## src/rtl/filter_sink_fifo.sv

```systemverilog
// Sink for the valid-only FilterBlock stream: buffers {parity, data} in a show-ahead FIFO,
// re-offers it on ready/valid, and counts words lost to overflow without back-pressuring upstream.
module filter_sink_fifo #(
  parameter int unsigned DATA_WIDTH = 16,
  parameter int unsigned DEPTH      = 4,
  parameter int unsigned CNT_WIDTH  = 8
) (
  input  logic                       clk,
  input  logic                       reset,
  input  logic [DATA_WIDTH-1:0]      io_x_data,
  input  logic                       io_x_valid,
  input  logic                       io_x_parity,
  output logic [DATA_WIDTH-1:0]      io_y_data,
  output logic                       io_y_parity,
  output logic                       io_y_valid,
  input  logic                       io_y_ready,
  output logic [$clog2(DEPTH):0]     io_count,
  output logic [CNT_WIDTH-1:0]       io_dropped,
  output logic                       io_overflow
);

  localparam int unsigned AW = $clog2(DEPTH);
  localparam int unsigned CW = AW + 1;

  typedef struct packed {
    logic                  parity;
    logic [DATA_WIDTH-1:0] data;
  } entry_t;

  entry_t               mem [DEPTH];
  logic [AW-1:0]        rd_ptr_q;
  logic [AW-1:0]        wr_ptr_q;
  logic [CW-1:0]        count_q;
  logic [CNT_WIDTH-1:0] dropped_q;
  logic                 overflow_q;

  logic   not_empty_c;
  logic   full_c;
  logic   pop_c;
  logic   push_c;
  logic   drop_c;
  entry_t head_c;

  // Handshake decode; a full FIFO still accepts a word when the head leaves the same cycle.
  always_comb begin
    not_empty_c = (count_q != '0);
    full_c      = (count_q == CW'(DEPTH));
    pop_c       = not_empty_c & io_y_ready;
    push_c      = io_x_valid & (~full_c | pop_c);
    drop_c      = io_x_valid & ~push_c;
    head_c      = mem[rd_ptr_q];
  end

  // Payload storage carries no reset; validity comes from the occupancy counter.
  always_ff @(posedge clk) begin
    if (!reset && push_c) begin
      mem[wr_ptr_q] <= '{parity: io_x_parity, data: io_x_data};
    end
  end

  always_ff @(posedge clk) begin
    if (reset) begin
      rd_ptr_q   <= '0;
      wr_ptr_q   <= '0;
      count_q    <= '0;
      dropped_q  <= '0;
      overflow_q <= 1'b0;
    end else begin
      if (push_c) wr_ptr_q <= wr_ptr_q + AW'(1);
      if (pop_c)  rd_ptr_q <= rd_ptr_q + AW'(1);
      case ({push_c, pop_c})
        2'b10:   count_q <= count_q + CW'(1);
        2'b01:   count_q <= count_q - CW'(1);
        default: count_q <= count_q;
      endcase
      if (drop_c) begin
        overflow_q <= 1'b1;
        if (dropped_q != '1) dropped_q <= dropped_q + CNT_WIDTH'(1);
      end
    end
  end

  // Outputs derive from registered state only; head is masked to zero when empty.
  assign io_y_valid  = not_empty_c;
  assign io_y_data   = not_empty_c ? head_c.data : '0;
  assign io_y_parity = not_empty_c & head_c.parity;
  assign io_count    = count_q;
  assign io_dropped  = dropped_q;
  assign io_overflow = overflow_q;

endmodule
```

## config.mk

```make
export PLATFORM = sky130hd
export DESIGN_NAME = filter_sink_fifo
export DESIGN_NICKNAME = d
export VERILOG_FILES = /design/src/rtl/filter_sink_fifo.sv
export SDC_FILE = /design/constraint.sdc
export NUM_CORES = 1
export LEC_CHECK = 0
export ABC_AREA = 0
export CORE_MARGIN = 3
export CORE_UTILIZATION = 28
export DETAILED_ROUTE_END_ITERATION = 7
export MAX_ROUTING_LAYER = met4
export PLACE_DENSITY = 0.58
export SLEW_MARGIN = 20
export SYNTH_ARGS = -nofsm -noshare
export SYNTH_HDL_FRONTEND = slang
export SYNTH_SLANG_ARGS = --single-unit
```

## constraint.sdc

```tcl
create_clock -name clk -period 6.6 [get_ports clk]
set_input_delay 1.32 -clock clk [delete_from_list [all_inputs] [get_ports clk]]
set_output_delay 1.32 -clock clk [all_outputs]
set_load 0.05 [all_outputs]
```

== Word-level counts from Yosys, hierarchy flattened ==
Memory sizes are Yosys's and may differ from the RTL's. A register that Yosys moved wholly into a read port is not among the register bits.
Cells that the tools add are included.
Word-level totals
  register bits: 16
  bits in latches: 0
  memory bits (writable): 68
  memory bits (read-only): 0
  input bits: 21
  output and inout port bits: 30
  logic and storage cells: 33
  memories: 1
Operators by class
  add/sub/neg operators: 5
  $mul: 0
  divide/modulo/power cells: 0
  magnitude comparators: 0
  eq/ne operators: 4
  shift operators: 0
  mux-type cells: 6
  bitwise operators: 7
  reduce and logical (&&, ||, !) cells: 5
Memories
  mem: depth 4, bits a word 17, rd ports 1, clocked after Yosys merged registers in 1, write ports 1, RTL line 30  | entry_t mem [DEPTH];
Operators by type and width (count)
  16-bit two-way mux: 1
  8-bit by 1-bit adder with 8-bit output (second input constant): 1
  8-bit inequality test (second input constant): 1
  3-bit one-hot mux with 2 select lines: 1
  2-bit by 1-bit adder with 2-bit output (second input constant): 2
  1-bit AND: 4
  2-bit two-way mux: 2
  3-bit by 1-bit adder with 3-bit output (second input constant): 1
  3-bit equality test (second input constant): 1
  3-bit nonzero test: 1
  3-bit by 1-bit subtractor with 3-bit output (second input constant): 1
  2-bit by 1-bit equality test with 1-bit output (second input constant): 1
  2-bit equality test (second input constant): 1
  1-bit two-way mux: 2
  1-bit inverter: 2
  2-bit AND reduction: 1
  2-bit nonzero test: 1
  1-bit logical AND: 1
  1-bit zero test: 1
  1-bit OR: 1

== Depth between registers and ports, before layout ==
Gate-level depths: netlist of the first run.
  word-level depth: 7
  mapped depth: 8
  gate-level depth less buffers: 6

== Worst setup path after synthesis of the first run ==
Ideal clock, no wire load.
  path type: input port to flip-flop
  start: input io_x_valid
  end: memory mem[0][0] in the netlist's numbering (enable)
  setup time: 0.416 ns
  data arrival time: 3.161 ns
  required time: 6.184 ns
  setup slack: 3.023 ns
  stages: 3
  path buffers: 1
  cell sequence: clkbuf_1 > o21ai_0 > nor3b_1
On the way
  cells in the longest elaborated chain, start to end: 4
Ends and longest elaborated chain
  start: declaration: RTL line 11  | input logic io_x_valid,
  1-bit AND: RTL line 49  | push_c = io_x_valid & (~full_c | pop_c);
  1-bit logical AND: RTL line 56  | if (!reset && push_c) begin
  1-bit two-way mux: RTL line 56
  1-bit two-way mux (implied by the code): RTL line 57  | mem[wr_ptr_q] <= '{parity: io_x_parity, data: io_x_data};
  end: declaration: RTL line 30
Every way passes these cells.

== Final worst setup path of the first run ==
  start: register count_q[2], in the netlist io_count[2]
  end: output io_y_data[11]
On the way
  cells in the longest elaborated chain, start to end: 2
Ends and longest elaborated chain
  start: declaration: RTL line 33  | logic [CW-1:0] count_q;
  start signal: assignment: RTL line 72  | 2'b10: count_q <= count_q + CW'(1);
  start signal: assignment: RTL line 73  | 2'b01: count_q <= count_q - CW'(1);
  start signal: assignment: RTL line 74  | default: count_q <= count_q;
  3-bit nonzero test: RTL line 46  | not_empty_c = (count_q != '0);
  16-bit two-way mux: RTL line 85  | assign io_y_data = not_empty_c ? head_c.data : '0;
  end: declaration: RTL line 13  | output logic [DATA_WIDTH-1:0] io_y_data,
Every way passes these cells.

==> summary.txt, run 1 <==
Outcome = complete, no violations
Most frequent cells in the layout = edfxtp_1 (68), clkdlybuf4s50_1 (50), and2_1 (19)
Cell Count, Final, Fillers Out = 460
Final Slew Violations = 0
RSZ-0062 raised after global routing = no
DRT iter0 DRCs = 134
Placed Area = 4390 sq um
Initial antenna violation count = 0
P per Cell Area = 297 nW/um^2
P&R area growth vs syn = 27.3%
Synthesized Nets = 259
Crit Reg-Reg Startpoint = io_count[2]$_SDFFE_PP0P_
Die span in y = 121 microns
CTS resizes = 0
Syn Inst Count = 232
Nets = 310
Slew headroom = 0.376
Vias in the first global route = 2249
Crit start category = register
Share of layout cells above drive strength 1 = 0.163
Worst Path Required = 5.28 ns
Leakage power = 1.51 nW
Cts-stage hold buffer count = 0
Routed vias/inst = 4.59
Post-synthesis sequential area ratio = 0.652
Critical path endpoint category = primary output
Synth Flop Type = edfxtp_1
Setup TNS = 0 ns
Drt pass-1 iters = 4
Final period util = 0.590
CTS tree = yes
Ys Warns = 0
Grt ovf = 0
Clock Skew = 0.00450 ns
Root Buffer = clkbuf_16
Synthesized flop and latch total = 86
I/O Pins = 51
ANT cells = 0
DIE AREA = 14600 sq um
Crit Path Category = register to primary output
Fin area = 4690 sq um
CTS sink count = 86
Setup violations, final = 0
Total CTS buffers = 9
Wire length per cell = 15.8 microns
HP Start = io_overflow$_SDFFE_PP0P_
H-tree depth = 3
Max Clock Freq = 257 MHz
Syn_area_per_cell = 15.9 sq um
Hold EP = io_overflow$_SDFFE_PP0P_
Critical Path AT = 2.57 ns
Pin count of the biggest net entering global routing = 27
Rows = 41
Worst reg-to-reg setup slack = 4.07 ns
CTS clk-pin slew, worst paths = 0.06 ns
DP Cell Count = 444
First-pass GRT wire length = 11800 microns
# DRC = 0
Post-synth cell types = 46
Final HPWL DP = 4600 microns
Critical R2R Capture = io_count[1]$_SDFFE_PP0P_
Max_cap viols = 0
Postcts setup bufs = 0
Port Buffer Count = 50
Peak supply drop = 0.0998 mV
Core area = 12700 sq um
Slew @ Worst Pin = 0.933 ns
Total Routed Length = 7260 microns
Worst hold stages = 2
Fin. Hold Viols = 0
Total design power = 1.39 mW
Number of flops mapped to enable cells by yosys = 68
Async SR Flop Fraction = 0
GRT Total Usage = 0.109
Leading cell type in the layout, fill and taps excluded = edfxtp_1
Clock latency at the later pin of the worst-skew pair = 0.33 ns
Post-route ant nets = 0
Hold Path Class = register to register
Period minus WS final = 3.89 ns
GPL Wtd Cong = 0.779
Crit Path Max Fanout = 20
Initial Utilization = 0.290
Die extent in x = 121 microns
CTS max path bufs = 2
R2R depth = 6
DR vias = 2112
Synthesized cell area = 3680 sq um
## cell type report
type	count	area, sq um
Multi-Input combinational cell	124	1200
Tap cell	172	215
Fill cell	1266	8030
Clock inverter	7	78.8
Inverter	7	26.3
Sequential cell	86	2400
Timing Repair Buffer	55	538
Clock buffer	9	225
## sequential cells by signal, summed over array words and instances (netlist names), named ones only
register / count
io_count: 3
wr_ptr_q: 2
io_dropped: 8
mem: 68
rd_ptr_q: 2
io_overflow: 1
## synthesized netlist by cell type (4+ instances only)
master | instances | area, sq um
edfxtp_1 | 68 | 2040
and2_1 | 19 | 119
dfxtp_1 | 18 | 360
mux4_2 | 17 | 383
nor2_1 | 9 | 33.8
clkbuf_1 | 8 | 30.0
inv_1 | 7 | 26.3
nand2b_1 | 7 | 43.8
ha_1 | 5 | 62.6
nor2b_1 | 5 | 31.3
a21oi_1 | 4 | 20.0
a311oi_1 | 4 | 35.0
a31oi_1 | 4 | 25.0
nor3b_1 | 4 | 30.0
## power by group
group | internal, mW | switching [mW] | leakage (nW)
logic | 0.104 | 0.159 | 0.598
clock network | 0.298 | 0.214 | 0.144
registers | 0.604 | 0.0136 | 0.764
## critical path: stages (launching register included)
cell,delay [ns]
dfxtp_1,0.56
or3_1,0.60
and2_1,0.26
clkdlybuf4s50_1,0.82
## stage by stage
stage / utilization / setup WS (ns) / hold WS [ns]
floorplan: - / 3.02 / 0.481
global placement: 0.345 / 3.06 / 0.467
detailed placement: 0.345 / 3.04 / 0.465
CTS: 0.369 / 2.67 / 0.481
global route: 0.369 / 2.54 / 0.517
finish: 0.369 / 2.71 / 0.477
## kinds of logic after synthesis
family	Yosys count	synth area share
AOI/OAI and AO/OA	29	0.0635
xor gates and xnor gates	3	0.00713
adders and majority gates	6	0.0224
buffers and inverters	22	0.0268
DFF	86	0.652
muxes	23	0.121
and+or+nand+nor	63	0.107
## metal layers
| layer | vias to the layer above | part of all wire | global-route usage |
|---|---|---|---|
| li1 | 998 | - | - |
| met2 | 38 | 0.50 | 0.171 |
| met5 | - | 0 | - |
| met3 | 12 | 0.030 | 0.0178 |
| met4 | 0 | 0.023 | 0.0588 |
| met1 | 1064 | 0.44 | 0.135 |
## how the worst max path moves through the flow
stage | from | endpoint | slack (ns) | cells after the start
final | io_count[2]$_SDFFE_PP0P_ | io_y_data[11] | 2.71 | 3
after global routing | io_count[1]$_SDFFE_PP0P_ | io_y_data[14] | 2.54 | 3
after CTS | register | io_y_data[10] | 2.67 | 3
after detailed placement | register | io_y_data[7] | 3.04 | 3
after global placement | io_count[1]$_SDFFE_PP0P_ | io_y_data[7] | 3.06 | 3
after floorplan | io_x_valid | mem[0][0]$_DFFE_PP_ | 3.02 | 3
Power figures use the tool's default switching activity.
==> run 2, diff against run 1 <==
Settings changed: PLACE_DENSITY 0.58 to 0.6.
Clock period 6.6 ns to 3.3 ns, I/O delays scaled along.
==> summary.txt, run 2 (synthesized netlist as in run 1, its figures left out) <==
CTS tree = yes
# DRC = 0
DR vias = 2107
First-pass GRT wire length = 11800 microns
Worst Path Required = 2.64 ns
Outcome = complete, no violations
Hold Path Class = register to register
Fill count = 1259
Max Clock Freq = 360 MHz
Final Slew Violations = 0
Leading cell type in the layout, fill and taps excluded = edfxtp_1
H-tree depth = 3
DRT iter0 DRCs = 113
Fin area = 4640 sq um
Vias in the first global route = 2201
Drt pass-1 iters = 4
Root Buffer = clkbuf_16
DIE AREA = 14600 sq um
Total Routed Length = 7380 microns
Crit Path Category = register to primary output
Rows = 41
Setup TNS = 0 ns
Slew headroom = 0.405
Slew @ Worst Pin = 0.891 ns
Max_cap viols = 0
CTS clk-pin slew, worst paths = 0.06 ns
Cts-stage hold buffer count = 0
Die span in y = 121 microns
CTS resizes = 0
Routed vias/inst = 4.54
Period minus WS final = 2.78 ns
GRT Total Usage = 0.110
RSZ-0062 raised after global routing = no
Peak supply drop = 0.233 mV
Share of layout cells above drive strength 1 = 0.219
Core area = 12700 sq um
Critical Path AT = 2.12 ns
Clock Skew = 0.00319 ns
P per Cell Area = 573 nW/um^2
Die extent in x = 121 microns
Critical path endpoint category = primary output
Nets = 314
Final period util = 0.843
Post-route ant nets = 0
I/O Pins = 51
GPL Wtd Cong = 0.741
Total CTS buffers = 9
CTS sink count = 86
Placed Area = 4370 sq um
Final HPWL DP = 4960 microns
Max FFs per register = 68
Crit start category = register
Most frequent cells in the layout = edfxtp_1 (68), clkdlybuf4s50_1 (33), buf_4 (26)
Setup violations, final = 0
Fin. Hold Viols = 0
Pin count of the biggest net entering global routing = 23
CTS max path bufs = 2
Port Buffer Count = 50
Grt ovf = 0
P&R area growth vs syn = 25.8%
Reg with most FFs = mem
Postcts setup bufs = 0
Crit Path Max Fanout = 7
Clock latency at the later pin of the worst-skew pair = 0.32 ns
ANT cells = 0
Initial antenna violation count = 0
Initial Utilization = 0.290
Leakage power = 1.53 nW
Wire length per cell = 15.9 microns
-- run 2: cell types whose count changed in the layout (fill, tap and decap cells not counted) --
cell and delta:
bufinv_16 -1, clkbuf_1 +4, clkdlybuf4s50_1 -17, buf_4 +21, clkinv_2 -1, inv_8 -1
inv_6 -1
-- run 2: per-stage QoR --
step | total power [mW] | setup WS [ns] | hold WS (ns) | instances | util
detailed placement | 1.79 | 0.569 | 0.488 | 448 | 0.344
floorplan | 1.62 | 0.312 | 0.481 | 232 | -
CTS | 2.70 | 0.417 | 0.504 | 464 | 0.364
finish | 2.66 | 0.519 | 0.497 | 464 | 0.364
global route | 2.78 | 0.362 | 0.536 | 464 | 0.364
global placement | 1.78 | 0.618 | 0.462 | 448 | 0.344
-- run 2: area by class of cell --
type | instances | area (sq um) | share of cell area
Clock buffer | 13 | 240 | 0.0518
Clock inverter | 3 | 23.8 | 0.00513
Inverter | 7 | 26.3 | 0.00567
Multi-Input combinational cell | 124 | 1200 | 0.260
Sequential cell | 86 | 2400 | 0.518
Tap cell | 172 | 215 | 0.0464
Timing Repair Buffer | 59 | 526 | 0.113
-- run 2: worst paths after layout --
path / from / endpoint / slack, ns / cells after the start
hold / removal: io_overflow$_SDFFE_PP0P_ / io_overflow$_SDFFE_PP0P_ / 0.50 / 2
hold reg to reg: io_overflow$_SDFFE_PP0P_ / io_overflow$_SDFFE_PP0P_ / 0.50 / 2
setup reg to reg: io_count[2]$_SDFFE_PP0P_ / mem[0][15]$_DFFE_PP_ / 1.06 / 4
setup / recovery: register / io_y_data[3] / 0.52 / 4
-- run 2: worst max-delay path, stage by stage, from the launching register on --
cell and delay, ns:
dfxtp_1 0.59, buf_4 0.30, mux4_2 0.54, and2_1 0.17
buf_4 0.18
-- run 2: where the power goes --
part | total [mW] | switching (mW) | internal [mW]
Combinational | 0.518 | 0.314 | 0.203
Sequential | 1.24 | 0.0360 | 1.21
Clock | 0.897 | 0.384 | 0.513
-- run 2: routing by layer --
| metal | up-vias | GRT usage | wire [microns] |
|---|---|---|---|
| met5 | - | - | 0 |
| met2 | 44 | 0.175 | 3700 |
| met1 | 1055 | 0.134 | 3240 |
| met3 | 6 | 0.0295 | 339 |
| met4 | 0 | 0.0425 | 108 |
| li1 | 1002 | - | - |
==> run 3, diff against run 2 <==
Clock period 3.3 ns to 2.45 ns, I/O delays scaled along.
==> summary.txt, run 3 (synthesized netlist as in run 1, its figures left out) <==
Hold Path Class = register to register
Worst reg-to-reg setup slack = 0.32 ns
Routed vias/inst = 4.59
GRT met1 Usage = 0.134
Total design power = 3.75 mW
Leakage power = 1.60 nW
Initial antenna violation count = 0
Grt ovf = 0
Rows = 41
Worst-path cell with the longest stage delay = clkdlybuf4s50_1
GR Layer Usage met3 = 0.0276
Met2 Use GR = 0.163
Port Buffer Count = 50
HP Start = io_overflow$_SDFFE_PP0P_
Worst hold stages = 2
P per Cell Area = 790 nW/um^2
I/O Pins = 51
RSZ-0062 raised after global routing = no
Critical path endpoint category = primary output
GPL Wtd Cong = 0.779
Vias in the first global route = 2111
Critical R2R Capture = mem[1][4]$_DFFE_PP_
Initial Utilization = 0.290
CTS sink count = 86
Total Routed Length = 7240 microns
# DRC = 0
Crit Reg-Reg Startpoint = io_count[2]$_SDFFE_PP0P_
Clock latency at the later pin of the worst-skew pair = 0.34 ns
Max FFs per register = 68
Post-route ant nets = 0
Critical Path AT = 1.81 ns
Final period util = 0.940
CP top delay family = buffers and inverters
Slew @ Worst Pin = 0.660 ns
Fill count = 1257
Root Buffer = clkbuf_16
Place WS = 0.119 ns
Drt pass-1 iters = 4
CTS clk-pin slew, worst paths = 0.06 ns
Total CTS buffers = 9
Pin count of the biggest net entering global routing = 23
Setup violations, final = 0
Outcome = complete, no violations
Max_cap viols = 0
Peak supply drop = 0.360 mV
Reg with most FFs = mem
Crit Path Category = register to primary output
R2R depth = 4
CP peak stage delay = 0.80 ns
Postcts setup bufs = 0
Worst Path Required = 1.96 ns
Nets = 321
Final HPWL DP = 4830 microns
Final Slew Violations = 0
First-pass GRT wire length = 11400 microns
Wire length per cell = 15.4 microns
Die span in y = 121 microns
Die extent in x = 121 microns
Leading cell type in the layout, fill and taps excluded = edfxtp_1
Setup TNS = 0 ns
ANT cells = 0
GRT Total Usage = 0.108
CTS resizes = 0
Setup WS post-layout = 0.146 ns
Crit start category = register
DRT iter0 DRCs = 137
Slew headroom = 0.555
Gr busiest metal = met2
Most frequent cells in the layout = edfxtp_1 (68), clkdlybuf4s50_1 (32), buf_4 (32)
CTS max path bufs = 2
Fin. Hold Viols = 0
Hold EP = io_overflow$_SDFFE_PP0P_
Core area = 12700 sq um
P&R area growth vs syn = 28.8%
Cts-stage hold buffer count = 0
DR vias = 2163
CTS tree = yes
DIE AREA = 14600 sq um
Fin util = 0.373
CP Buf/Inv Count = 2
Max Clock Freq = 434 MHz
Share of layout cells above drive strength 1 = 0.247
H-tree depth = 3
Period minus WS final = 2.30 ns
Critical path, cell by cell = buf_4 > clkdlybuf4s50_1
Clock Skew = 0.00647 ns
Crit Path Max Fanout = 8
## run 3: cell count changes in the layout (fill, tap and decap cells not counted), sizes merged
cell | previous run | this run
buf | 26 | 34
clkbuf | 13 | 9
clkinv | 0 | 3
clkinvlp | 2 | 0
inv | 8 | 10
bufinv | 0 | 1
clkdlybuf4s50 | 33 | 32
## run 3: through the flow
step | std cells | instance area (sq um) | hold WS (ns)
2_1_floorplan | 232 | 3690 | 0.481
3_3_place_gp | 455 | 4450 | 0.459
3_5_place_dp | 455 | 4450 | 0.468
4_1_cts | 471 | 4740 | 0.486
5_1_grt | 471 | 4740 | 0.513
6_report | 471 | 4740 | 0.486
## run 3: where the power goes
part	internal (mW)	switching, mW	total, mW
Clock	0.795	0.558	1.35
Combinational	0.296	0.444	0.740
Sequential	1.63	0.0308	1.66
## run 3: cell type report
| class | count | area (sq um) | share of cell area |
|---|---|---|---|
| Clock buffer | 9 | 225 | 0.0475 |
| Clock inverter | 7 | 71.3 | 0.0150 |
| Inverter | 7 | 26.3 | 0.00554 |
| Multi-Input combinational cell | 124 | 1200 | 0.254 |
| Sequential cell | 86 | 2400 | 0.506 |
| Tap cell | 172 | 215 | 0.0454 |
| Timing Repair Buffer | 66 | 601 | 0.127 |
## run 3: worst register-to-register path, cell delays in order (launching register included)
cell and delay (ns):
dfxtp_1 0.48, or3b_4 0.47, o21ai_0 0.55, nor3b_2 0.14
buf_4 0.24
## run 3: worst max-delay path by stage
stage               cells past startpoint                     start                  endpoint  slack (ns)
floorplan                               4  io_count[0]$_SDFFE_PP0P_       mem[0][0]$_DFFE_PP_       -0.54
global placement                        6                io_y_ready  io_count[1]$_SDFFE_PP0P_        0.16
detailed placement                      6                io_y_ready  io_count[1]$_SDFFE_PP0P_        0.12
CTS                                     4                  register             io_y_data[10]        0.14
global route                            4  io_count[0]$_SDFFE_PP0P_             io_y_data[11]        0.07
finish                                  2  io_count[2]$_SDFFE_PP0P_               io_count[2]        0.15
## run 3: metal layers
metal	share of wire	routed length, microns
met5	0	0
met4	0.021	153
met3	0.048	347
met2	0.48	3490
met1	0.45	3250
